===== config.mk =====
export PLATFORM = sky130hd
export DESIGN_NAME = rate_scheduler
export DESIGN_NICKNAME = d
export VERILOG_FILES = /design/src/rtl/rate_scheduler.sv
export SDC_FILE = /design/constraint.sdc
export NUM_CORES = 1
export LEC_CHECK = 0
export BUFFER_PORTS_ARGS = -buffer_cell sky130_fd_sc_hd__buf_2
export CORE_MARGIN = 2
export CORE_UTILIZATION = 38
export DETAILED_ROUTE_END_ITERATION = 8
export PLACE_DENSITY = 0.5
export SKIP_LAST_GASP = 1
export SLEW_MARGIN = 20
export SYNTH_ARGS = -nofsm -noshare
export SYNTH_HDL_FRONTEND = slang
export SYNTH_SLANG_ARGS = --single-unit

===== constraint.sdc =====
create_clock -name clk -period 5 [get_ports clk]
set_input_delay 1 -clock clk [delete_from_list [all_inputs] [get_ports clk]]
set_output_delay 1 -clock clk [all_outputs]
set_load 0.02 [all_outputs]

===== src/rtl/rate_scheduler.sv =====
// rate_scheduler: time-multiplexed fractional-rate tick generator.
// One shared accumulator datapath visits the channels in turn (slot pointer
// slt). Each channel emits a one-cycle tick at an average rate of
// (add+1)/(max+1) per visit.
// Optional feature macro: RATE_SCHEDULER_CFG_ERR_EN adds an err output that
// flags (and drops) configurations with add > max. Without the macro, such
// configurations have add saturated to max.

module rate_scheduler #(
    parameter int WIDTH    = 4,
    parameter int CHANNELS = 4
) (
    input  logic                        clk,
    input  logic                        rst,
    input  logic                        run,
    input  logic                        cfg_vld,
    output logic                        cfg_rdy,
    input  logic [$clog2(CHANNELS)-1:0] cfg_ch,
    input  logic                        cfg_ena,
    input  logic [WIDTH-1:0]            cfg_add,
    input  logic [WIDTH-1:0]            cfg_max,
    output logic [CHANNELS-1:0]         tck,
`ifdef RATE_SCHEDULER_CFG_ERR_EN
    output logic                        err,
`endif
    output logic [$clog2(CHANNELS)-1:0] slt
);

    localparam int SW = $clog2(CHANNELS);
    localparam logic [SW-1:0] LAST_SLOT = SW'(CHANNELS - 1);
    localparam logic [WIDTH:0] ONE = (WIDTH + 1)'(1);

    logic [SW-1:0]       slt_q, slt_d;
    logic [CHANNELS-1:0] ena_q, ena_d;
    logic [CHANNELS-1:0] tck_q, tck_d;
    logic [WIDTH-1:0]    add_q [CHANNELS];
    logic [WIDTH-1:0]    add_d [CHANNELS];
    logic [WIDTH-1:0]    max_q [CHANNELS];
    logic [WIDTH-1:0]    max_d [CHANNELS];
    logic [WIDTH-1:0]    acc_q [CHANNELS];
    logic [WIDTH-1:0]    acc_d [CHANNELS];

    logic [WIDTH:0]      sum;
    logic [WIDTH-1:0]    wrap_acc;
    logic                wrap;
    logic                xfer;

`ifdef RATE_SCHEDULER_CFG_ERR_EN
    logic                err_q, err_d;
    assign err = err_q;
`endif

    // A config write is refused only when it targets the channel the shared
    // adder is updating this cycle; any other channel can be written freely.
    assign cfg_rdy = !(run && (cfg_ch == slt_q));
    assign xfer    = cfg_vld && cfg_rdy;
    assign tck     = tck_q;
    assign slt     = slt_q;

    // Shared adder for the slot currently addressed; one bit wider so the
    // wrap test cannot overflow.
    always_comb begin
        sum      = {1'b0, acc_q[slt_q]} + {1'b0, add_q[slt_q]} + ONE;
        wrap     = sum > {1'b0, max_q[slt_q]};
        wrap_acc = WIDTH'(sum - {1'b0, max_q[slt_q]} - ONE);
    end

    // Next-state: advance slot, update the visited channel, then apply any
    // config write (never to the visited channel, since cfg_rdy blocks that).
    always_comb begin
        slt_d = slt_q;
        ena_d = ena_q;
        add_d = add_q;
        max_d = max_q;
        acc_d = acc_q;
        tck_d = '0;
`ifdef RATE_SCHEDULER_CFG_ERR_EN
        err_d = 1'b0;
`endif
        if (run) begin
            slt_d = (slt_q == LAST_SLOT) ? '0 : slt_q + 1'b1;
            if (ena_q[slt_q]) begin
                if (wrap) begin
                    acc_d[slt_q] = wrap_acc;
                    tck_d[slt_q] = 1'b1;
                end else begin
                    acc_d[slt_q] = sum[WIDTH-1:0];
                end
            end
        end
        if (xfer) begin
`ifdef RATE_SCHEDULER_CFG_ERR_EN
            if (cfg_add > cfg_max) begin
                err_d = 1'b1;
            end else begin
                ena_d[cfg_ch] = cfg_ena;
                add_d[cfg_ch] = cfg_add;
                max_d[cfg_ch] = cfg_max;
                acc_d[cfg_ch] = '0;
            end
`else
            ena_d[cfg_ch] = cfg_ena;
            add_d[cfg_ch] = (cfg_add > cfg_max) ? cfg_max : cfg_add;
            max_d[cfg_ch] = cfg_max;
            acc_d[cfg_ch] = '0;
`endif
        end
    end

    // State registers with asynchronous clear.
    always_ff @(posedge clk or posedge rst) begin
        if (rst) begin
            slt_q <= '0;
            ena_q <= '0;
            tck_q <= '0;
            for (int i = 0; i < CHANNELS; i++) begin
                add_q[i] <= '0;
                max_q[i] <= '0;
                acc_q[i] <= '0;
            end
`ifdef RATE_SCHEDULER_CFG_ERR_EN
            err_q <= 1'b0;
`endif
        end else begin
            slt_q <= slt_d;
            ena_q <= ena_d;
            tck_q <= tck_d;
            add_q <= add_d;
            max_q <= max_d;
            acc_q <= acc_d;
`ifdef RATE_SCHEDULER_CFG_ERR_EN
            err_q <= err_d;
`endif
        end
    end

endmodule


**Word level (Yosys, flattened, before mapping)**

Index checks and enable logic that the tools add are counted.

- Bits in registers: 58
- Bits in latches: 0
- Memory bits (writable): 0
- ROM bits: 0
- Output and inout port bits: 7
- Word-level logic and storage cells: 76
- Memories kept: 0

- Add/subtract/negate cells: 5
- Multipliers: 0
- Div/mod/pow operators: 0
- Magnitude comparators: 10
- Equal/unequal tests: 2
- Shift operators: 0
- Muxes and demuxes: 33
- Bitwise logic cells: 4
- Reductions and logical operators: 7

Operator list:

| cell | number |
|---|---|
| 16-bit bitwise mux | 4 |
| 16-bit 2-to-1 mux | 4 |
| 4-bit 2-to-1 mux | 12 |
| 4-bit binary-select mux with 2-bit select | 3 |
| 16-bit bitwise AND | 1 |
| 4-bit demux with 2-bit select | 2 |
| 16-bit NOT | 1 |
| 3-bit greater-or-equal comparator, second input constant | 2 |
| 1-bit logical AND | 6 |
| 2-bit by 3-bit less-than comparator with 1-bit output, second input constant | 2 |
| 3-bit by 1-bit less-than comparator with 1-bit output, second input constant | 2 |
| 2-bit NOT with 3-bit output | 2 |
| 4-bit by 4-bit adder with 5-bit output | 1 |
| 5-bit by 1-bit adder with 5-bit output, second input constant | 1 |
| 5-bit by 4-bit > comparator with 1-bit output | 1 |
| 4-bit bitwise mux | 1 |
| 1-bit demux with 2-bit select | 2 |
| 2-bit by 1-bit greater-or-equal comparator with 1-bit output, second input constant | 2 |
| 4-bit > comparator | 1 |
| 4-bit by 1-bit subtractor with 4-bit output, second input constant | 1 |
| 4-bit subtractor | 1 |
| 1-bit 2-to-1 mux | 3 |
| 2-bit by 1-bit adder with 2-bit output, second input constant | 1 |
| 1-bit binary-select mux with 2-bit select | 1 |
| other kinds (4) | 4 |

**Logic depth before layout (Yosys ltp)**

Gate-level depths: netlist of the first run.

- Word-level depth: 14
- Depth in mapped cells: 13
- Gate-level depth less buffers: 11

**Worst setup path after synthesis of the first run**

No wires, ideal clock.

- Kind: reg2reg
- Start point: register slt_q[0] (netlist: slt[0])
- End point: register acc_q[6] (netlist bit)
- Library setup time: 135 ps
- Arrival time: 3731 ps
- Data required time: 4865 ps
- Setup slack: 1134 ps
- Cell stages (with the launch flop): 14
- Clock period less this slack: 3866 ps
- Path through: dfrtp_1 > buf_2 > buf_2 > mux4_2 > ha_1 > a21oi_1 > o21ai_0 > xor2_1 > ha_1 > nand2_1 > o22a_1 > a211oi_4 > mux2i_1 > o21ai_0

RTL lines:

| element | RTL line | text |
|---|---|---|
| from (decl) | 33 | `logic [SW-1:0] slt_q, slt_d;` |
| from (signal assigned) | 125 | `slt_q <= slt_d;` |
| to (signal, indexed assignment) | 119 | `acc_q[i] <= '0;` |
| to (signal assigned) | 130 | `acc_q <= acc_d;` |
| to (decl) | 40 | `logic [WIDTH-1:0] acc_q [CHANNELS];` |

==> results of run 1 <==
-- routing by layer --
metal	GRT usage, %	up-vias	part of all wire (%)
li1	-	1049	-
met1	25.0	1030	48
met2	27.1	39	46
met3	4.87	9	3.9
met4	5.56	0	1.4
met5	0	-	0
-- tightest hold or removal path, delay by kind of cell, from the launching register on --
kind	cells	cell delay (ns)
AND/OR/NAND/NOR	2	0.10
flip-flops	1	0.34
-- synth_stat cells, types with 2 or more instances --
cell,instances,area share (%)
dfrtp_1,58,47
nand2_1,31,3.7
o21ai_0,26,4.2
inv_1,19,2.3
ha_1,17,6.8
nor2_1,17,2.1
a21oi_1,15,2.4
mux4_2,13,9.4
mux2_2,12,4.3
nand3_1,8,1.3
mux2i_1,7,2.3
and2_1,6,1.2
clkbuf_1,6,0.72
a211oi_1,5,1.2
o31ai_1,5,1.2
buf_2,4,0.64
nand3b_1,4,0.97
xnor2_1,4,1.1
nor2b_1,3,0.60
fa_1,2,1.3
xor2_1,2,0.56
-- path summary, 6_finish.rpt --
check / slack (ns) / endpoint / startpoint
setup / recovery: 1.12 / acc_q[15] / slt[0]
hold / removal: 0.47 / max_q[8] / max_q[8]
setup reg to reg: 1.12 / acc_q[15] / slt[0]
hold reg to reg: 0.47 / max_q[8] / max_q[8]
max in group asynchronous: 3.63 / acc_q[3] / rst
min in group asynchronous: 0.85 / ena_q[0] / rst
-- logic make-up (layout without fill, tap and decap cells) --
kind of cell / after synthesis / in the layout / synth area share [%]
xor+xnor: 6 / 6 / 1.69
buf+inv: 30 / 61 / 3.78
mux: 32 / 32 / 16.0
simple gates: 73 / 73 / 10.9
compound gates: 61 / 61 / 12.8
flops: 58 / 58 / 46.7
fa+ha+maj: 19 / 19 / 8.13
-- state kept, by name (all words and copies together), names as in the netlist --
signal,cells
acc_q,16
add_q,16
ena_q,4
max_q,16
slt,2
tck,4
-- cell type report --
type,count,share of cell area [%]
clock inverter,2,0.285
inverter,19,2.03
timing repair buffer,26,4.06
tap,102,3.63
clock buffer,14,4.91
multi-input combinational,191,43.8
sequential,58,41.3
-- placed cells by master, fill, tap and decap left out, types with 2 or more instances in the layout --
master | netlist | routed
inv_1 | 19 | 18
xnor2_1 | 4 | 4
nor2b_1 | 3 | 3
a21oi_1 | 15 | 15
mux2_2 | 12 | 12
xor2_1 | 2 | 2
fa_1 | 2 | 2
nor2_1 | 17 | 17
buf_4 | 0 | 5
o31ai_1 | 5 | 5
o21ai_0 | 26 | 26
buf_2 | 4 | 21
mux4_2 | 13 | 13
and2_1 | 6 | 6
dfrtp_1 | 58 | 58
clkinv_2 | 0 | 2
nand3_1 | 8 | 8
clkbuf_1 | 6 | 2
nand3b_1 | 4 | 4
mux2i_1 | 7 | 7
nand2_1 | 31 | 31
a211oi_1 | 5 | 5
clkbuf_8 | 0 | 12
ha_1 | 17 | 17
-- metrics by stage --
stage | setup slack [ns] | instance area (um^2) | utilization, %
after floorplan | 1.13 | 3110 | -
after CTS | 1.07 | 3520 | 45.0
after global placement | 1.13 | 3330 | 42.7
after detailed placement | 1.08 | 3330 | 42.7
after global routing | 0.763 | 3520 | 45.0
final | 1.12 | 3520 | 45.0
==> flow_summary.ini, run 1 <==
[finish]
area_growth_pct = 13.1
drive_gt1_share_pct = 22.3
fill_cells = 750
regArea_um2 = 1450
multi_input_comb_area_um2 = 1540
layout.cells.non_filler = 412
diodes = 0
nets = 339

[routing]
drc = 0
firstDrtPassIters = 4
vias_per_cell = 5.16
vias = 2127
wl_per_cell_um = 16.5
wl_um = 6800
drt_iter0_markers = 114
antenna_left = 0

[worst_setup_path]
worst_setup_path_start_kind = register
ff2ff_path_depth = 11
critical_path.top_delay_family = compound AO/OA/AOI/OAI gates
worst_path_largest_cell_delay_ns = 0.68
critPathMostFrequentCell = ha_1
cp.required_ns = 5.19
worst_path_max_delay_cell = dfrtp_1
criticalPathCategory = register to register
worstSetupPathDepth = 11
cp.buffers_inverters = 0
worstPathMaxFanout = 9
end_kind = register
cp.arrival_ns = 4.07
crit_chain = mux4_2, ha_1, a21oi_1, o21ai_0, xor2_1, ha_1, nand2_1, o22a_1, a211oi_4, mux2i_1, a211oi_1

[floorplan]
num_rows = 32
die_area_um2 = 8920
core-area_um2 = 7810
start_util_pct = 39.8
fp.dieW_um = 94.5
die_y_um = 94.5
pin_count = 22

[yosys]
yosys_warnings = 0
netlist_instances = 279
synth_area_per_cell_um2 = 11.1
yosys_register_bits = 58
synth_nets = 313
ys_seq_area_share_pct = 46.7
async_flop_share_pct = 100
synth-main-ff-cell = dfrtp_1
syn-cell-area_um2 = 3110
synth_edf_count = 0
synth_cell_types = 36

[clock_tree]
insertion_delay_ns = 0.33
path_clk_slew_ns = 0.06
cts_resized = 0
cts-hold-fix-buffers = 0
cts.sinks = 58
cts_tree = built
cts_htree_levels = 3
cts_buffers = 9
clk_path_buf_depth = 2
postCtsSetupRepairBufs = 0
cts-root-buf = clkbuf_8

[placed_design]
gp_congestion = 0.868
placed_cells = 396
hpwl_um = 4770
port_buffers = 21

[global_route]
overflow = 0
grt_pass1_wl_um = 11900
grt_pass1_vias = 2244
groute.usage.overall_pct = 17.8
antenna_found_initial = 0
grt_start_max_net_pins = 59

[sta]
slew_violations = 0
whs_ns = 0.475
rsz0062_at_grt = false
finalSetupViolations = 0
fin_crit_ns = 3.88
min_period_over_period_pct = 77.6
slew-limit-headroom_pct = 37.0
finalClockSkew_ns = 0.00461
tns_ns = 0
hold_viol = 0
tightestPinTransition_ns = 0.941
fmax_mhz = 258

[hold_path]
hold_path.class = register to register
holdPathStages = 2

[status]
status = completed

[flow_run]
drv_cap = 0
Power of run 1 is not shown: default switching activity piles up to over one toggle a cycle in this logic, so the estimate is an artifact.
==> run 2, diff against run 1 <==
- PLACE_DENSITY: 0.5 -> 0.52
- clock period: 5 -> 3.5 ns (I/O delays scaled with it)
==> flow_summary.ini, run 2 (synthesized netlist as in run 1, its figures left out) <==
[sta]
fmax_mhz = 294
slew-limit-headroom_pct = 38.7
finalSetupViolations = 0
slew_violations = 0
fin_crit_ns = 3.40
tns_ns = 0
min_period_over_period_pct = 97.3
finalWorstSetupSlack_ns = 0.0955
hold_viol = 0
whs_ns = 0.475
finalClockSkew_ns = 0.0102
tightestPinTransition_ns = 0.917

[routing]
drt_iter0_markers = 70
wl_per_cell_um = 16.7
drc = 0
antenna_left = 0
vias = 2225
firstDrtPassIters = 4
wl_um = 7110
vias_per_cell = 5.24

[hold_path]
hp-start = max_q[9]
hold_path.class = register to register

[finish]
fill_cells = 723
mostFrequentLayoutCells = dfrtp_1 (56), nand2_1 (31), o21ai_0 (25)
regArea_um2 = 1450
final_common_cell = dfrtp_1
diodes = 0
finalInstanceArea_um2 = 3720
multi_input_comb_area_um2 = 1610
reg.largest.list = acc_q: 16 flops, add_q: 16 flops, max_q: 16 flops
drive_gt1_share_pct = 28.8
nets = 352
area_growth_pct = 19.8

[placed_design]
pre_cts_slack_ns = 0.0242
dpl_cell_area_um2 = 3430
hpwl_um = 5060
port_buffers = 21
gp_congestion = 0.832

[clock_tree]
cts_tree = built
cts-root-buf = clkbuf_8
clk_path_buf_depth = 2
insertion_delay_ns = 0.34
cts.sinks = 58
cts-hold-fix-buffers = 0
path_clk_slew_ns = 0.07
cts_buffers = 9
cts_htree_levels = 3

[floorplan]
pin_count = 22
num_rows = 32
fp.dieW_um = 94.5
core-area_um2 = 7810
start_util_pct = 39.8
die_y_um = 94.5
die_area_um2 = 8920

[worst_setup_path]
cp-startpoint = slt[0]
r2r-start = slt[0]
worst_setup_path_start_kind = register
end_kind = register
worstPathMaxFanout = 7
cp.required_ns = 3.67
criticalPathCategory = register to register
cp.arrival_ns = 3.58

[global_route]
grt_pass1_wl_um = 11500
groute.usage.overall_pct = 17.6
grt_start_max_net_pins = 37
grt_pass1_vias = 2170
overflow = 0
antenna_found_initial = 0

[status]
status = completed

[flow_run]
drv_cap = 0
==> run 2: changes by cell type in the layout (fill, tap and decap cells not counted), sizes merged <==
cell    delta
bufinv     +1
clkinv     -1
buf       +13
==> run 2: final timing paths <==
path                                  end  slack [ns]  cells after the start
min in group asynchronous       add_q[13]        0.49                      2
max in group asynchronous       max_q[10]        2.35                      3
worst max register to register   acc_q[1]         0.1                     11
worst min-delay path             max_q[9]        0.48                      2
worst min register to register   max_q[9]        0.48                      2
worst max-delay path             acc_q[1]         0.1                     11
==> run 2: per-layer routing <==
layer | share of wire (%) | GRT usage [%]
met5 | 0 | 0
met4 | 2.7 | 8.21
met3 | 3.6 | 4.39
met2 | 45 | 24.8
met1 | 49 | 25.5
==> run 2: stage by stage <==
| step | utilization, % | cells |
|---|---|---|
| after detailed placement | 43.9 | 404 |
| after global routing | 47.7 | 425 |
| after global placement | 43.9 | 404 |
| after CTS | 46.6 | 420 |
| final | 47.7 | 425 |
| after floorplan | - | 279 |
==> run 2: what timing repair did <==
action | in CTS | in global routing
setup endpoints to repair | 0 | 14
setup buffers | 0 | 5
gates resized for setup | 0 | 8
==> run 2: final cells by class <==
type | count | share of cell area [%]
clock buffers | 14 | 4.64
flip-flops and latches | 58 | 39.0
well taps | 102 | 3.43
repair buffers | 39 | 6.75
clock inverters | 2 | 0.941
inverters | 19 | 1.92
multi-input cells | 191 | 43.3
==> run 2: critical path: stages, from the launching register on <==
cell      delay, ns
dfrtp_2        0.49
buf_8          0.19
mux4_2         0.52
ha_1           0.33
xor2_1         0.19
ha_1           0.35
nand2_1        0.08
o22a_1         0.21
a211oi_4       0.33
buf_4          0.18
mux2i_4        0.25
a211oi_1       0.10
Power of run 2 is left out for the same reason.
